==> src/rtl/aip_bus_arbiter.sv <==
// Round-robin arbiter sharing one AIP slave between NUM_REQ requesters; read/write complete in STROBE_CYC+3 cycles, start in STROBE_CYC+2.
// Backpressure: req_ready is granted only in IDLE (lock owner only while locked); losers hold req_valid and wait.
module aip_bus_arbiter #(
    parameter int NUM_REQ    = 2,
    parameter int DATA_W     = 32,
    parameter int CONF_W     = 5,
    parameter int STROBE_CYC = 1
) (
    input  logic                        clk,
    input  logic                        rst_a,
    input  logic [NUM_REQ-1:0]          req_valid,
    input  logic [2*NUM_REQ-1:0]        req_op,
    input  logic [CONF_W*NUM_REQ-1:0]   req_config,
    input  logic [DATA_W*NUM_REQ-1:0]   req_data,
    input  logic [NUM_REQ-1:0]          req_lock,
    output logic [NUM_REQ-1:0]          req_ready,
    output logic [NUM_REQ-1:0]          rsp_valid,
    output logic [DATA_W-1:0]           rsp_data,
    output logic [NUM_REQ-1:0]          int_out,
    output logic [CONF_W-1:0]           aip_config,
    output logic [DATA_W-1:0]           aip_dataIn,
    output logic                        aip_read,
    output logic                        aip_write,
    output logic                        aip_start,
    input  logic [DATA_W-1:0]           aip_dataOut,
    input  logic                        aip_int
);

    localparam int IW = (NUM_REQ > 1) ? $clog2(NUM_REQ) : 1;

    typedef enum logic [1:0] {IDLE, SETUP, STROBE, HOLD} state_t;

    state_t          state;
    logic [IW-1:0]   ptr;
    logic [IW-1:0]   cur;
    logic [IW-1:0]   lock_owner;
    logic [IW-1:0]   start_owner;
    logic            locked;
    logic [1:0]      op_q;
    logic [3:0]      cnt;

    logic [1:0]        op_arr  [NUM_REQ];
    logic [CONF_W-1:0] cfg_arr [NUM_REQ];
    logic [DATA_W-1:0] dat_arr [NUM_REQ];

    for (genvar i = 0; i < NUM_REQ; i++) begin : g_unpack
        assign op_arr[i]  = req_op[2*i +: 2];
        assign cfg_arr[i] = req_config[CONF_W*i +: CONF_W];
        assign dat_arr[i] = req_data[DATA_W*i +: DATA_W];
    end

    logic          gnt_vld;
    logic [IW-1:0] gnt_idx;

    // Scan downward in offset so the requester closest to ptr is the last (winning) assignment.
    always_comb begin
        int j;
        j       = 0;
        gnt_vld = 1'b0;
        gnt_idx = '0;
        if (locked) begin
            gnt_vld = req_valid[lock_owner];
            gnt_idx = lock_owner;
        end else begin
            for (int i = NUM_REQ - 1; i >= 0; i--) begin
                j = int'(ptr) + i;
                if (j >= NUM_REQ)
                    j = j - NUM_REQ;
                if (req_valid[IW'(j)]) begin
                    gnt_vld = 1'b1;
                    gnt_idx = IW'(j);
                end
            end
        end
    end

    assign req_ready = (state == IDLE && gnt_vld && rst_a) ? (NUM_REQ'(1) << gnt_idx) : '0;

    always_ff @(posedge clk or negedge rst_a) begin
        if (!rst_a) begin
            state       <= IDLE;
            ptr         <= '0;
            cur         <= '0;
            lock_owner  <= '0;
            start_owner <= '0;
            locked      <= 1'b0;
            op_q        <= 2'b00;
            cnt         <= '0;
            rsp_valid   <= '0;
            rsp_data    <= '0;
            int_out     <= '0;
            aip_config  <= '0;
            aip_dataIn  <= '0;
            aip_read    <= 1'b0;
            aip_write   <= 1'b0;
            aip_start   <= 1'b0;
        end else begin
            rsp_valid <= '0;
            int_out   <= aip_int ? (NUM_REQ'(1) << start_owner) : '0;
            case (state)
                IDLE: begin
                    if (gnt_vld) begin
                        cur        <= gnt_idx;
                        op_q       <= op_arr[gnt_idx];
                        aip_config <= cfg_arr[gnt_idx];
                        aip_dataIn <= dat_arr[gnt_idx];
                        ptr        <= (gnt_idx == IW'(NUM_REQ - 1)) ? '0 : IW'(gnt_idx + 1'b1);
                        locked     <= req_lock[gnt_idx];
                        lock_owner <= gnt_idx;
                        cnt        <= '0;
                        if (op_arr[gnt_idx][1]) begin
                            // start (and reserved op) skips the setup phase
                            start_owner <= gnt_idx;
                            aip_start   <= 1'b1;
                            state       <= STROBE;
                        end else begin
                            state <= SETUP;
                        end
                    end
                end
                SETUP: begin
                    aip_read  <= (op_q == 2'b00);
                    aip_write <= (op_q == 2'b01);
                    state     <= STROBE;
                end
                STROBE: begin
                    if (cnt == 4'(STROBE_CYC - 1)) begin
                        aip_read  <= 1'b0;
                        aip_write <= 1'b0;
                        aip_start <= 1'b0;
                        if (op_q == 2'b00)
                            rsp_data <= aip_dataOut;
                        rsp_valid <= NUM_REQ'(1) << cur;
                        state     <= HOLD;
                    end else begin
                        cnt <= cnt + 4'd1;
                    end
                end
                HOLD: begin
                    state <= IDLE;
                end
                default: begin
                    state <= IDLE;
                end
            endcase
        end
    end

endmodule

==> config.mk <==
export PLATFORM = sky130hd
export DESIGN_NAME = aip_bus_arbiter
export DESIGN_NICKNAME = d
export VERILOG_FILES = /design/src/rtl/aip_bus_arbiter.sv
export SDC_FILE = /design/constraint.sdc
export NUM_CORES = 1
export LEC_CHECK = 0
export ABC_AREA = 1
export BUFFER_PORTS_ARGS = -buffer_cell sky130_fd_sc_hd__buf_4
export CORE_ASPECT_RATIO = 1.25
export CORE_MARGIN = 2
export CORE_UTILIZATION = 40
export DETAILED_ROUTE_END_ITERATION = 7
export GPL_ROUTABILITY_DRIVEN = 0
export GPL_TIMING_DRIVEN = 0
export PLACE_DENSITY = 0.72
export RECOVER_POWER = 25
export SYNTH_ARGS = -nofsm -noshare
export SYNTH_HDL_FRONTEND = slang
export SYNTH_SLANG_ARGS = --single-unit
==> constraint.sdc <==
create_clock -name clk -period 2.59 [get_ports clk]
set_clock_uncertainty 0.05 [all_clocks]
set_input_delay 0.3885 -clock clk [delete_from_list [all_inputs] [get_ports clk]]
set_output_delay 0.3885 -clock clk [all_outputs]
set_load 0.1 [all_outputs]
== Yosys cells after proc, flatten, opt, wreduce, memory -nomap -nowiden ==
Cells that the tools add are included.
Cells by class
  add/subtract/negate cells: 5
  $lt $le $gt $ge: 7
  eq/ne operators: 8
  shift operators: 3
  mux-type cells: 45
  bitwise gates (word level): 1
  reductions and logical operators: 14
Operators by type and width (count)
  32-bit 2-to-1 mux: 3
  1-bit 2-to-1 mux: 22
  2-bit 2-to-1 mux: 10
  5-bit 2-to-1 mux: 3
  3-bit AND reduction: 3
  4-bit 2-to-1 mux: 2
  2-bit case mux with 4 select lines: 1
  4-bit case mux with 2 select lines: 1
  1-bit by 3-bit less-than comparator with 1-bit output (second input constant): 2
  2-bit inequality test (second input constant): 3
  1-bit case mux with 2 select lines: 3
  2-bit AND reduction: 3
  1-bit by 1-bit << shifter with 2-bit output (first input constant): 3
  4-bit by 1-bit adder with 4-bit output (second input constant): 1
  2-bit by 1-bit == test with 1-bit output (second input constant): 2
  2-bit == test (second input constant): 2
  2-bit greater-or-equal comparator (second input constant): 2
  2-bit zero test: 2
  4-bit zero test: 1
  1-bit by 2-bit less-than comparator with 1-bit output (second input constant): 2
  4-bit AND reduction: 1
  2-bit nonzero test: 2
  1-bit by 1-bit adder with 2-bit output (second input constant): 1
  1-bit by 2-bit greater-or-equal comparator with 1-bit output (second input constant): 1
  5 further kinds: 7
Word-level totals
  bits in registers: 88
  input bits: 117
  output and inout bits: 78
  word-level logic and storage cells: 98

== Longest topological paths before layout ==
  depth after elaboration: 17
  mapped depth: 9
  gate-level depth less buffers: 9

== Worst setup path after synthesis ==
No wires, ideal clock.
  path kind: register -> output
  start: reg state[0]
  end: out req_ready[1]
  arrival: 2352 ps
  data required time: 2152 ps
  slack: -201 ps
  cell stages (with the launch flop): 8
  path buffers: 1
  cells stage by stage: dfrtp_1 inv_1 ha_1 nand2_4 nor2_4 buf_4 inv_1 nor2_1
Between the ends
  longest elaborated chain between the ends: 4
RTL lines
  start: declaration: RTL line 33  | state_t state;
  start signal: assignment: RTL line 81  | state <= IDLE;
  start signal: assignment: RTL line 115  | state <= STROBE;
  start signal: assignment: RTL line 117  | state <= SETUP;
  2-bit zero test: RTL line 77  | assign req_ready = (state == IDLE && gnt_vld && rst_a) ? (NUM_REQ'(1) << gnt_idx) : '0;
  1-bit logical AND (2 in a row): RTL line 77
  2-bit 2-to-1 mux: RTL line 77
  end: declaration: RTL line 16  | output logic [NUM_REQ-1:0] req_ready,
Every way passes these cells.

== Final worst setup path ==
Ends and elaborated chain as after synthesis.

==> flow_results.org <==
** Run status
- Status :: finished, final reports clean

** Final layout
- The layout has approximately 890 filler cells.
- The post-route netlist has a little over a third of its cells at a drive strength greater than 1.
- In the final design database the tool counted between 700 and 800 nets.
- # diodes :: 0
- From synthesis to final layout, the design area changed by 49.43%.

** Route
- Total via count after detailed routing :: 3695
- Via count normalized by instance count :: 4.701
- DRT antenna net count :: 0
- Routed wire length per instance :: ~14 um
- For this run, design rule violations remaining after detail routing come to 0.
- Wires add up to 10860 um.
- Starting DRC count in detailed routing :: around 120
- The pre-antenna-repair detailed-routing pass consisted of 4 iterations.

** Clocking
- Buffer cell driving the clock tree root :: sky130_fd_sc_hd__clkbuf_16
- In this run, CTS created clock tree buffers numbering 9.
- Gates resized during post-CTS repair numbered 0.
- In this run the deepest clock path goes through 2 buffers.
- The H-tree was split into 3 levels.
- TritonCTS built the clock tree.
- Clock-pin slew was measured on the worst setup and hold paths at ~0.070 ns.
- Clock latency on the worst-skew pair :: about 0.33 ns
- Hold buffers post-CTS :: 0
- Clock tree synthesis found a total of 88 sinks.
- Postcts setup bufs :: 0

** Setup path
- Of all nets on the critical path, the largest fanout is 10.
- Maximum single-stage delay on the critical path :: around 0.36 ns
- Broken down by cell family, the worst path's largest delay share belongs to buffers and inverters.
- Setup Crit Path Kind :: flop to output pin
- The worst setup path is launched from a flop.
- Among all stages on the critical path, the largest delay is contributed by sky130_fd_sc_hd__dfrtp_1.
- Critical path, cell by cell :: inv_1 > ha_1 > nand2_4 > nor2_4 > buf_4 > inv_1 > nor2_2 > buf_4
- Worst endpoint data arrival time :: between 2 and 2.5 ns
- STA puts the critical path data required time at ~2.2 ns.
- Worst setup EP type :: output pin
- Number of buffer and inverter stages on the critical path :: 4

** Timing
- Worst slew margin relative to its limit :: between 20% and 30%
- Setup repair after global routing left no endpoint under its margin.
- Number of failing hold endpoints at the final stage :: 0
- Setup TNS :: 0 ns
- The clock period could shrink to about 2.5 ns.
- Final setup vio count :: 0
- In the finished design, the share of the clock period the worst path needs comes to a little over nine tenths.
- Fmax achieved :: between 400 and 500 MHz
- The final number of max-transition violations was 0.
- Worst slew pin tran :: approximately 1.1 ns

** Global routing
- Largest net degree at the start of global routing :: 90
- Global routing used between 20% and 30% of the available tracks across all layers.
- First-pass GRT wire length :: 17830 um
- Sum of overflow across all layers after global routing :: 0
- Antenna violations before repair :: 0
- Vias in the first global route :: ~3700

** Synth
- Number of enable flip-flop cells after synthesis :: 0
- The synthesized design spends more area on one cell type than any other, namely sky130_fd_sc_hd__dfrtp_1.
- Synthesis instantiated 25 different standard cells from the library.
- After synthesis the cells add up to 3860 um^2.
- In the synthesized netlist the dominant register cell turns out to be sky130_fd_sc_hd__dfrtp_1.
- Library cell with the highest instance count after synthesis :: sky130_fd_sc_hd__nand2_1
- Yosys top cell area share :: a little under three fifths
- Async set or reset register ratio after synthesis :: between 90% and 100%
- Cells after synthesis :: approximately 450
- Each instance of the synthesized netlist takes up on average ~8.6 um^2.
- Synthesis inferred around 90 register bits.
- Ranking of synthesized cells by area :: sky130_fd_sc_hd__dfrtp_1, sky130_fd_sc_hd__nand2_1, sky130_fd_sc_hd__nand3_1, sky130_fd_sc_hd__inv_1, sky130_fd_sc_hd__o21ai_0
- Portion of the post-synthesis area used by sequential elements :: between 50% and 60%
- Post-Syn Nets :: around 570
- Leading cell types by count after synthesis :: sky130_fd_sc_hd__nand2_1, sky130_fd_sc_hd__dfrtp_1, sky130_fd_sc_hd__inv_1, sky130_fd_sc_hd__nand3_1, sky130_fd_sc_hd__o21ai_0
- The Yosys step of the flow raised 0 warnings.

** Floorplan
- ~200 I/O pins were placed.
- Vertical die dimension :: around 110 um
- Die extent in x :: 91.86 um
- Die Outline Area :: between 10000 and 15000 um^2
- In this run the standard cell core region covers between 9000 and 10000 um^2.
- Num rows :: 40
- Starting density of the core :: about 41%

** Place
- Port Buffer Count :: a little under 200
- HPWL after detailed placement :: roughly 8500 um

** Job
- Across the run, the number of max-cap violations was 0.

** Worst hold path
- The tightest min-delay check is of the input pin to flop type.
## path summary, 6_finish.rpt
check	start	end	slack [ns]	cells past startpoint
worst min-delay path	req_data[19]	aip_dataIn[19]$_DFFE_PN0P_	0.20	3
min in group asynchronous	rst_a	aip_dataIn[0]$_DFFE_PN0P_	0.22	1
worst max-delay path	state[0]$_DFFE_PN0P_	req_ready[1]	0.14	8
worst min register to register	start_owner$_DFFE_PN0P_	int_out[0]$_DFF_PN0_	0.41	1
max in group asynchronous	rst_a	rsp_data[19]$_DFFE_PN0P_	1.57	1
worst max register to register	state[0]$_DFFE_PN0P_	cnt[1]$_DFFE_PN0P_	0.94	8
## kinds of logic after synthesis
group                    Yosys count  synth area share [%]
flip-flops                        88                 57.05
AO/OA/AOI/OAI                     45                 6.029
buffers and inverters             70                 8.103
XOR/XNOR                           2                0.4539
adder cells (fa/ha/maj)            4                 1.297
AND/OR/NAND/NOR                  242                 27.07
## cell type report
cell class              instances  area, um^2  area share, %
plain buffers                  18       117.6          2.039
clock buffers                  11       242.7          4.208
clock inverters                 4       45.04         0.7809
inverters                      52       195.2          3.384
multi-input cells             293        1348          23.36
flip-flops and latches         88        2202          38.18
well taps                     126       157.7          2.733
repair buffers                194        1460          25.31
## state kept, by name, summed over array words and instances (netlist names), 2 cells and up
signal and count:
aip_dataIn 32, rsp_data 32, aip_config 5, cnt 4, int_out 2, op_q 2
rsp_valid 2, state 2
## worst reg2reg max path, cell delays in order (launching register included)
cell                      delay [ns]
sky130_fd_sc_hd__dfrtp_1        0.36
sky130_fd_sc_hd__inv_1          0.10
sky130_fd_sc_hd__ha_1           0.33
sky130_fd_sc_hd__inv_2          0.10
sky130_fd_sc_hd__or2_4          0.25
sky130_fd_sc_hd__nand2_4        0.09
sky130_fd_sc_hd__nand2_2        0.09
sky130_fd_sc_hd__inv_2          0.08
sky130_fd_sc_hd__o21ai_1        0.07
## through the flow
stage               area (um^2)  hold WS, ns  utilization [%]  std cells  setup slack [ns]
detailed placement         5477       0.4026            57.59        771            0.1769
floorplan                  3862      0.04291                -        451            0.2347
global placement           5477       0.4077            57.59        771            0.2128
global route               5768       0.2086            60.66        786          0.007591
finish                     5768       0.2000            60.66        786            0.1357
CTS                        5764       0.1975            60.62        786            0.1033
## cell usage in the layout, fill, tap and decap left out, types with 4 or more instances in the layout
cell type,instances
sky130_fd_sc_hd__buf_2,10
sky130_fd_sc_hd__buf_4,195
sky130_fd_sc_hd__buf_6,5
sky130_fd_sc_hd__clkbuf_16,9
sky130_fd_sc_hd__dfrtp_1,88
sky130_fd_sc_hd__ha_1,4
sky130_fd_sc_hd__inv_1,48
sky130_fd_sc_hd__inv_2,4
sky130_fd_sc_hd__nand2_1,176
sky130_fd_sc_hd__nand3_1,45
sky130_fd_sc_hd__nor2_1,6
sky130_fd_sc_hd__o21ai_0,30
sky130_fd_sc_hd__o21ai_1,11
## metal layers
metal / part of all wire (%) / GRT usage, % / wire (um)
met5: 0 / 0 / 0
met4: 3.1 / 10.65 / 339
met3: 5.9 / 4.293 / 642
met2: 52 / 36.81 / 5685
met1: 39 / 25.42 / 4193
Power is left out: the tool's default activity adds up to more than one toggle a clock period on the data nets, which glitch-free logic cannot reach.
